===== src/rtl/ex_div_pkg.sv =====
// ex_div_pkg
//   Shared types and constants for the execute-stage divider.
//   div_state_t  : divider FSM state encoding
//   DIV_ITER     : quotient bits produced per divide (one per BUSY cycle)
//   DIV_RESULT_W : width of the {remainder, quotient} HI/LO pair
package ex_div_pkg;

  typedef enum logic [1:0] {
    IDLE    = 2'd0,
    DIVZERO = 2'd1,
    BUSY    = 2'd2,
    DONE    = 2'd3
  } div_state_t;

  localparam int DIV_ITER     = 32;
  localparam int DIV_RESULT_W = 64;

endpackage


===== src/rtl/ex_div_step.sv =====
// div_step
//   One restoring-division step, purely combinational.
//   rem_in  : shifted partial remainder {rem, next dividend bit}, WIDTH+1 bits
//   divisor : divisor magnitude
//   rem_out : partial remainder after the trial subtraction
//   q_bit   : quotient bit produced by this step
module div_step #(
  parameter int WIDTH = 32
) (
  input  logic [WIDTH:0]   rem_in,
  input  logic [WIDTH-1:0] divisor,
  output logic [WIDTH-1:0] rem_out,
  output logic             q_bit
);

  logic [WIDTH:0] diff;

  // rem_in is always below 2*divisor, so a non-negative difference fits in
  // WIDTH bits and a restored value also fits in WIDTH bits.
  assign diff    = rem_in - {1'b0, divisor};
  assign q_bit   = ~diff[WIDTH];
  assign rem_out = q_bit ? diff[WIDTH-1:0] : rem_in[WIDTH-1:0];

endmodule


===== src/rtl/ex_div.sv =====
// ex_div
//   Multi-cycle 32-bit signed/unsigned divider for DIV/DIVU in execute.
//   Produces {remainder, quotient} as the HI/LO write pair.
//
//   clk        : clock, rising edge
//   reset      : asynchronous active-high reset
//   start      : divide request, held by execute until ready
//   annul      : abort (flush/exception), wins over start
//   signed_div : 1 = DIV, 0 = DIVU
//   dividend   : operand A, sampled when leaving IDLE
//   divisor    : operand B, sampled when leaving IDLE
//   result     : {remainder, quotient}, valid while ready
//   ready      : registered, high in every DONE cycle
//   stall_req  : start & ~ready & ~annul
//
//   state   | meaning
//   --------+-----------------------------------------------------------
//   IDLE    | waiting for start; operands and sign flags latched on exit
//   DIVZERO | divisor was zero; goes to DONE with a zero result
//   BUSY    | one restoring step per cycle, 32 cycles, MSB first
//   DONE    | result held and ready high until start drops or annul
module ex_div
  import ex_div_pkg::*;
#(
  parameter int WIDTH = 32
) (
  input  logic                    clk,
  input  logic                    reset,
  input  logic                    start,
  input  logic                    annul,
  input  logic                    signed_div,
  input  logic [WIDTH-1:0]        dividend,
  input  logic [WIDTH-1:0]        divisor,
  output logic [DIV_RESULT_W-1:0] result,
  output logic                    ready,
  output logic                    stall_req
);

  localparam logic [5:0] LAST_ITER = 6'(DIV_ITER - 1);

  div_state_t       state;
  logic [5:0]       iter_cnt;
  logic [WIDTH-1:0] quo_q;    // dividend bits shift out, quotient bits shift in
  logic [WIDTH-1:0] rem_q;
  logic [WIDTH-1:0] dvsr_q;
  logic             q_neg;
  logic             r_neg;

  logic             a_neg;
  logic             b_neg;
  logic [WIDTH-1:0] a_mag;
  logic [WIDTH-1:0] b_mag;
  logic             abort;

  logic [WIDTH-1:0] rem_nxt;
  logic             q_bit;
  logic [WIDTH-1:0] quo_nxt;
  logic [WIDTH-1:0] quo_fix;
  logic [WIDTH-1:0] rem_fix;

  assign a_neg = signed_div & dividend[WIDTH-1];
  assign b_neg = signed_div & divisor[WIDTH-1];
  // 0x80000000 maps onto itself, which is the correct unsigned magnitude.
  assign a_mag = a_neg ? (~dividend + 1'b1) : dividend;
  assign b_mag = b_neg ? (~divisor + 1'b1) : divisor;

  // Dropping start mid-operation is treated exactly like annul.
  assign abort = annul | ~start;

  assign stall_req = start & ~ready & ~annul;

  div_step #(
    .WIDTH (WIDTH)
  ) u_step (
    .rem_in  ({rem_q, quo_q[WIDTH-1]}),
    .divisor (dvsr_q),
    .rem_out (rem_nxt),
    .q_bit   (q_bit)
  );

  assign quo_nxt = {quo_q[WIDTH-2:0], q_bit};
  assign quo_fix = q_neg ? (~quo_nxt + 1'b1) : quo_nxt;
  assign rem_fix = r_neg ? (~rem_nxt + 1'b1) : rem_nxt;

  always_ff @(posedge clk or posedge reset) begin
    if (reset) begin
      state    <= IDLE;
      iter_cnt <= '0;
      quo_q    <= '0;
      rem_q    <= '0;
      dvsr_q   <= '0;
      q_neg    <= 1'b0;
      r_neg    <= 1'b0;
      result   <= '0;
      ready    <= 1'b0;
    end else begin
      case (state)
        IDLE: begin
          ready <= 1'b0;
          if (start && !annul) begin
            quo_q    <= a_mag;
            dvsr_q   <= b_mag;
            rem_q    <= '0;
            iter_cnt <= '0;
            q_neg    <= a_neg ^ b_neg;
            r_neg    <= a_neg;
            state    <= (divisor == '0) ? DIVZERO : BUSY;
          end
        end

        DIVZERO: begin
          if (abort) begin
            state <= IDLE;
          end else begin
            state  <= DONE;
            ready  <= 1'b1;
            result <= '0;
          end
        end

        BUSY: begin
          if (abort) begin
            state    <= IDLE;
            iter_cnt <= '0;
          end else begin
            quo_q    <= quo_nxt;
            rem_q    <= rem_nxt;
            iter_cnt <= iter_cnt + 6'd1;
            if (iter_cnt == LAST_ITER) begin
              state    <= DONE;
              ready    <= 1'b1;
              iter_cnt <= '0;
              result   <= {rem_fix, quo_fix};
            end
          end
        end

        DONE: begin
          if (abort) begin
            state <= IDLE;
            ready <= 1'b0;
          end
        end

        default: begin
          state <= IDLE;
          ready <= 1'b0;
        end
      endcase
    end
  end

endmodule


===== config.mk =====
export PLATFORM = sky130hd
export DESIGN_NAME = ex_div
export DESIGN_NICKNAME = d
export VERILOG_FILES = /design/src/rtl/ex_div_pkg.sv /design/src/rtl/ex_div_step.sv /design/src/rtl/ex_div.sv
export SDC_FILE = /design/constraint.sdc
export NUM_CORES = 1
export LEC_CHECK = 0
export ABC_AREA = 1
export ABC_CLOCK_PERIOD_IN_PS = 9380
export BUFFER_PORTS_ARGS = -buffer_cell sky130_fd_sc_hd__buf_2
export CAP_MARGIN = 20
export CORE_MARGIN = 2
export CORE_UTILIZATION = 55
export CTS_CLUSTER_DIAMETER = 150
export CTS_CLUSTER_SIZE = 25
export DETAILED_ROUTE_END_ITERATION = 10
export GPL_TIMING_DRIVEN = 1
export PLACE_DENSITY = 0.75
export SYNTH_ARGS = -nofsm -noshare
export SYNTH_HDL_FRONTEND = slang
export SYNTH_SLANG_ARGS = --single-unit

===== constraint.sdc =====
create_clock -name clk -period 9.38 [get_ports clk]
set_input_delay 1.876 -clock clk [delete_from_list [all_inputs] [get_ports clk]]
set_output_delay 1.876 -clock clk [all_outputs]
set_load 0.1 [all_outputs]

==> impl_metrics.toml <==
[grt]
grt_max_degree = 100
antenna_found_initial = 0
grt_first_pass_wirelength_um = 64100
grt_usage_pct = 31.2
grt_pass1_vias = 12503
overflow = 0

[clock_tree]
path_clk_slew_ns = 0.09
cts_max_level = 4
cts-root-buf = "clkbuf_16"
cts.sinks = 171
clk_latency_ns = 0.45
cts.path.max_buffers = 2
hold_buffers = 0
cts_tree = "done"
post_cts_resized = 0
post_cts_buffers = 0
tritoncts.num_buffers = 17

[layout]
nNetsFinal = 2322
fillers = 2363
n_antenna_cell = 0
drive_gt1_share_pct = 10.3
syn_to_final_growth_pct = 10.8
design_area_mm2 = 0.0148

[synth]
yosys_warnings = 0
synth_cell_types = 50
ys_seq_area_share_pct = 32.0
synth_edf_count = 0
synthesis.area_mm2 = 0.0134
yosys_register_bits = 171
synth_area_leaders = "dfrtp_1 (32%), nand2_1 (20%), inv_1 (8.2%), o21ai_0 (6.7%), nor2_1 (5.5%)"
postSynth.asyncResetShare_pct = 100
synth_fp_nets = 2223
synth_commonest_cells = "nand2_1 (699), inv_1 (294), nor2_1 (196)"
netlist.top_cell.by_area = "dfrtp_1"
ys.flop_type = "dfrtp_1"
synth_top_area_share_pct = 32.0
syn_inst = 2111
avgSynthCellArea_um2 = 6.34
yosysMostFrequentCell = "nand2_1"

[routing]
drc_errors = 0
finalWirelength_um = 39300
dr.pass1.iters = 6
vias_per_cell = 5.42
ant_nets = 0
avgRoutedWirePerCell_um = 15.4
drt-initial-drc-count = 1351
dr_total_vias = 13814

[timing]
grt_setup_unrepaired = "false"
finClkSkew_ns = 0.0199
worst_pin_slew_ns = 1.11
slew_headroom_pct = 25.9
fmax_ghz = 0.198
fin_tns_setup_ns = 0
finalMaxSlewViolations = 0
setup_viol = 0
whs_ns = 0.477
period_share_pct = 53.9
period_needed_ns = 5.05
final_hold_viol_count = 0

[die]
rows = 57
die_height_um = 160
initial_utilization_pct = 55.5
die_width_um = 160
core-area_mm2 = 0.0241
die_area_mm2 = 0.0256
pin_count = 135

[critical_path]
path_class = "reg -> reg"
critPathCaptureType = "flip-flop"
cp_max_fo = 41
cp.arrival_ns = 5.40
start_kind = "flip-flop"
worst-endpoint-required_ns = 9.72

[place]
port_buffers = 134
place_congestion = 0.955
hpwlAfterDp_um = 30300
post_dp_cell_area_mm2 = 0.0142

[run]
drv_cap = 0

[power_and_ir_drop]
peakVddDrop_mv = 0.224
leakage_nw = 8.12
powerDensity_mw_per_mm2 = 418

[worst_hold_path]
worstHoldPathType = "reg -> reg"

[outcome]
status = "completed"
cell usage in the layout, fill, tap and decap left out, types with 28 or more instances in the layout:
| master | count |
|---|---|
| o22ai_1 | 31 |
| a21oi_1 | 82 |
| buf_2 | 134 |
| dfrtp_1 | 171 |
| nand2_1 | 699 |
| xor2_1 | 28 |
| inv_1 | 293 |
| nor2_1 | 196 |
| nand3_1 | 114 |
| o21ai_0 | 179 |
| o211ai_1 | 28 |
| ha_1 | 42 |
routing by layer:
metal	up-vias	global-route usage, %	part of all wire, %
li1	6944	-	-
met1	6262	46.8	47
met2	555	45.7	41
met3	53	5.79	8.8
met4	0	9.46	2.3
met5	-	0	0
cell families after synthesis:
family | synth area share, %
AND/OR/NAND/NOR | 35.3
buffers and inverters | 11.0
AO/OA/AOI/OAI | 14.8
flip-flops | 32.0
XOR/XNOR | 2.88
adder cells (fa/ha/maj) | 4.08
power by group:
part	switching, W	internal (W)
combinational	0.00304	0.00128
clock	0.000376	0.000371
sequential	0.000203	0.000930
total	0.00362	0.00258
through the flow:
stage / instances / worst slack, ns / util (%) / power [W]
2_1_floorplan: 2111 / 2.87 / - / 0.00441
3_3_place_gp: 2515 / 4.53 / 58.9 / 0.00526
3_5_place_dp: 2515 / 4.41 / 58.9 / 0.00534
4_1_cts: 2547 / 4.43 / 61.5 / 0.00611
5_1_grt: 2547 / 3.78 / 61.5 / 0.00680
6_report: 2547 / 4.33 / 61.5 / 0.00620
area by class of cell:
class	instances	area (um^2)	area share [%]
multi-input combinational	1571	7630	51.5
clock inverter	15	199	1.34
clock buffer	17	425	2.87
timing repair buffer	143	738	4.98
tap	324	405	2.73
sequential	171	4280	28.9
inverter	306	1150	7.78
worst max-delay path, cell delays in order (launching register included):
cell and delay [ns]:
dfrtp_1 0.37, inv_1 0.16, ha_1 0.17, inv_1 0.08
fa_1 0.42, nand2_1 0.09, nand2_1 0.08, nand3_1 0.10
nand2_2 0.09, nand2_1 0.10, nand2_2 0.08, nand2_4 0.10
nand3_2 0.29, nand2_4 0.50, ha_1 0.24, inv_1 0.05
nor3_1 0.20, nand2_1 0.10, nor3_1 0.28, nand2_1 0.19
nor4_1 0.43, nand2_1 0.17, nand2_1 0.11, o21ai_0 0.13
inv_1 0.12, nand2_1 0.05, o21ai_0 0.13, o21ai_0 0.10
path summary, 6_finish.rpt:
kind / start / endpoint / slack (ns) / cells after the start
max: quo_q[31] / result[28] / 4.33 / 27
min reg2reg: result[49] / result[49] / 0.48 / 2
min in group asynchronous: reset / result[23] / 1.60 / 2
max in group asynchronous: reset / result[9] / 6.22 / 3
max reg2reg: quo_q[31] / result[28] / 4.33 / 27
min: result[49] / result[49] / 0.48 / 2
registers in the layout (all words and copies together), names as in the netlist:
signal and count:
quo_q 32, result 64, rem_q 32, state 2
dvsr_q 32, ready 1, iter_cnt 6, q_neg 1
r_neg 1
Power figures use the tool's default switching activity.
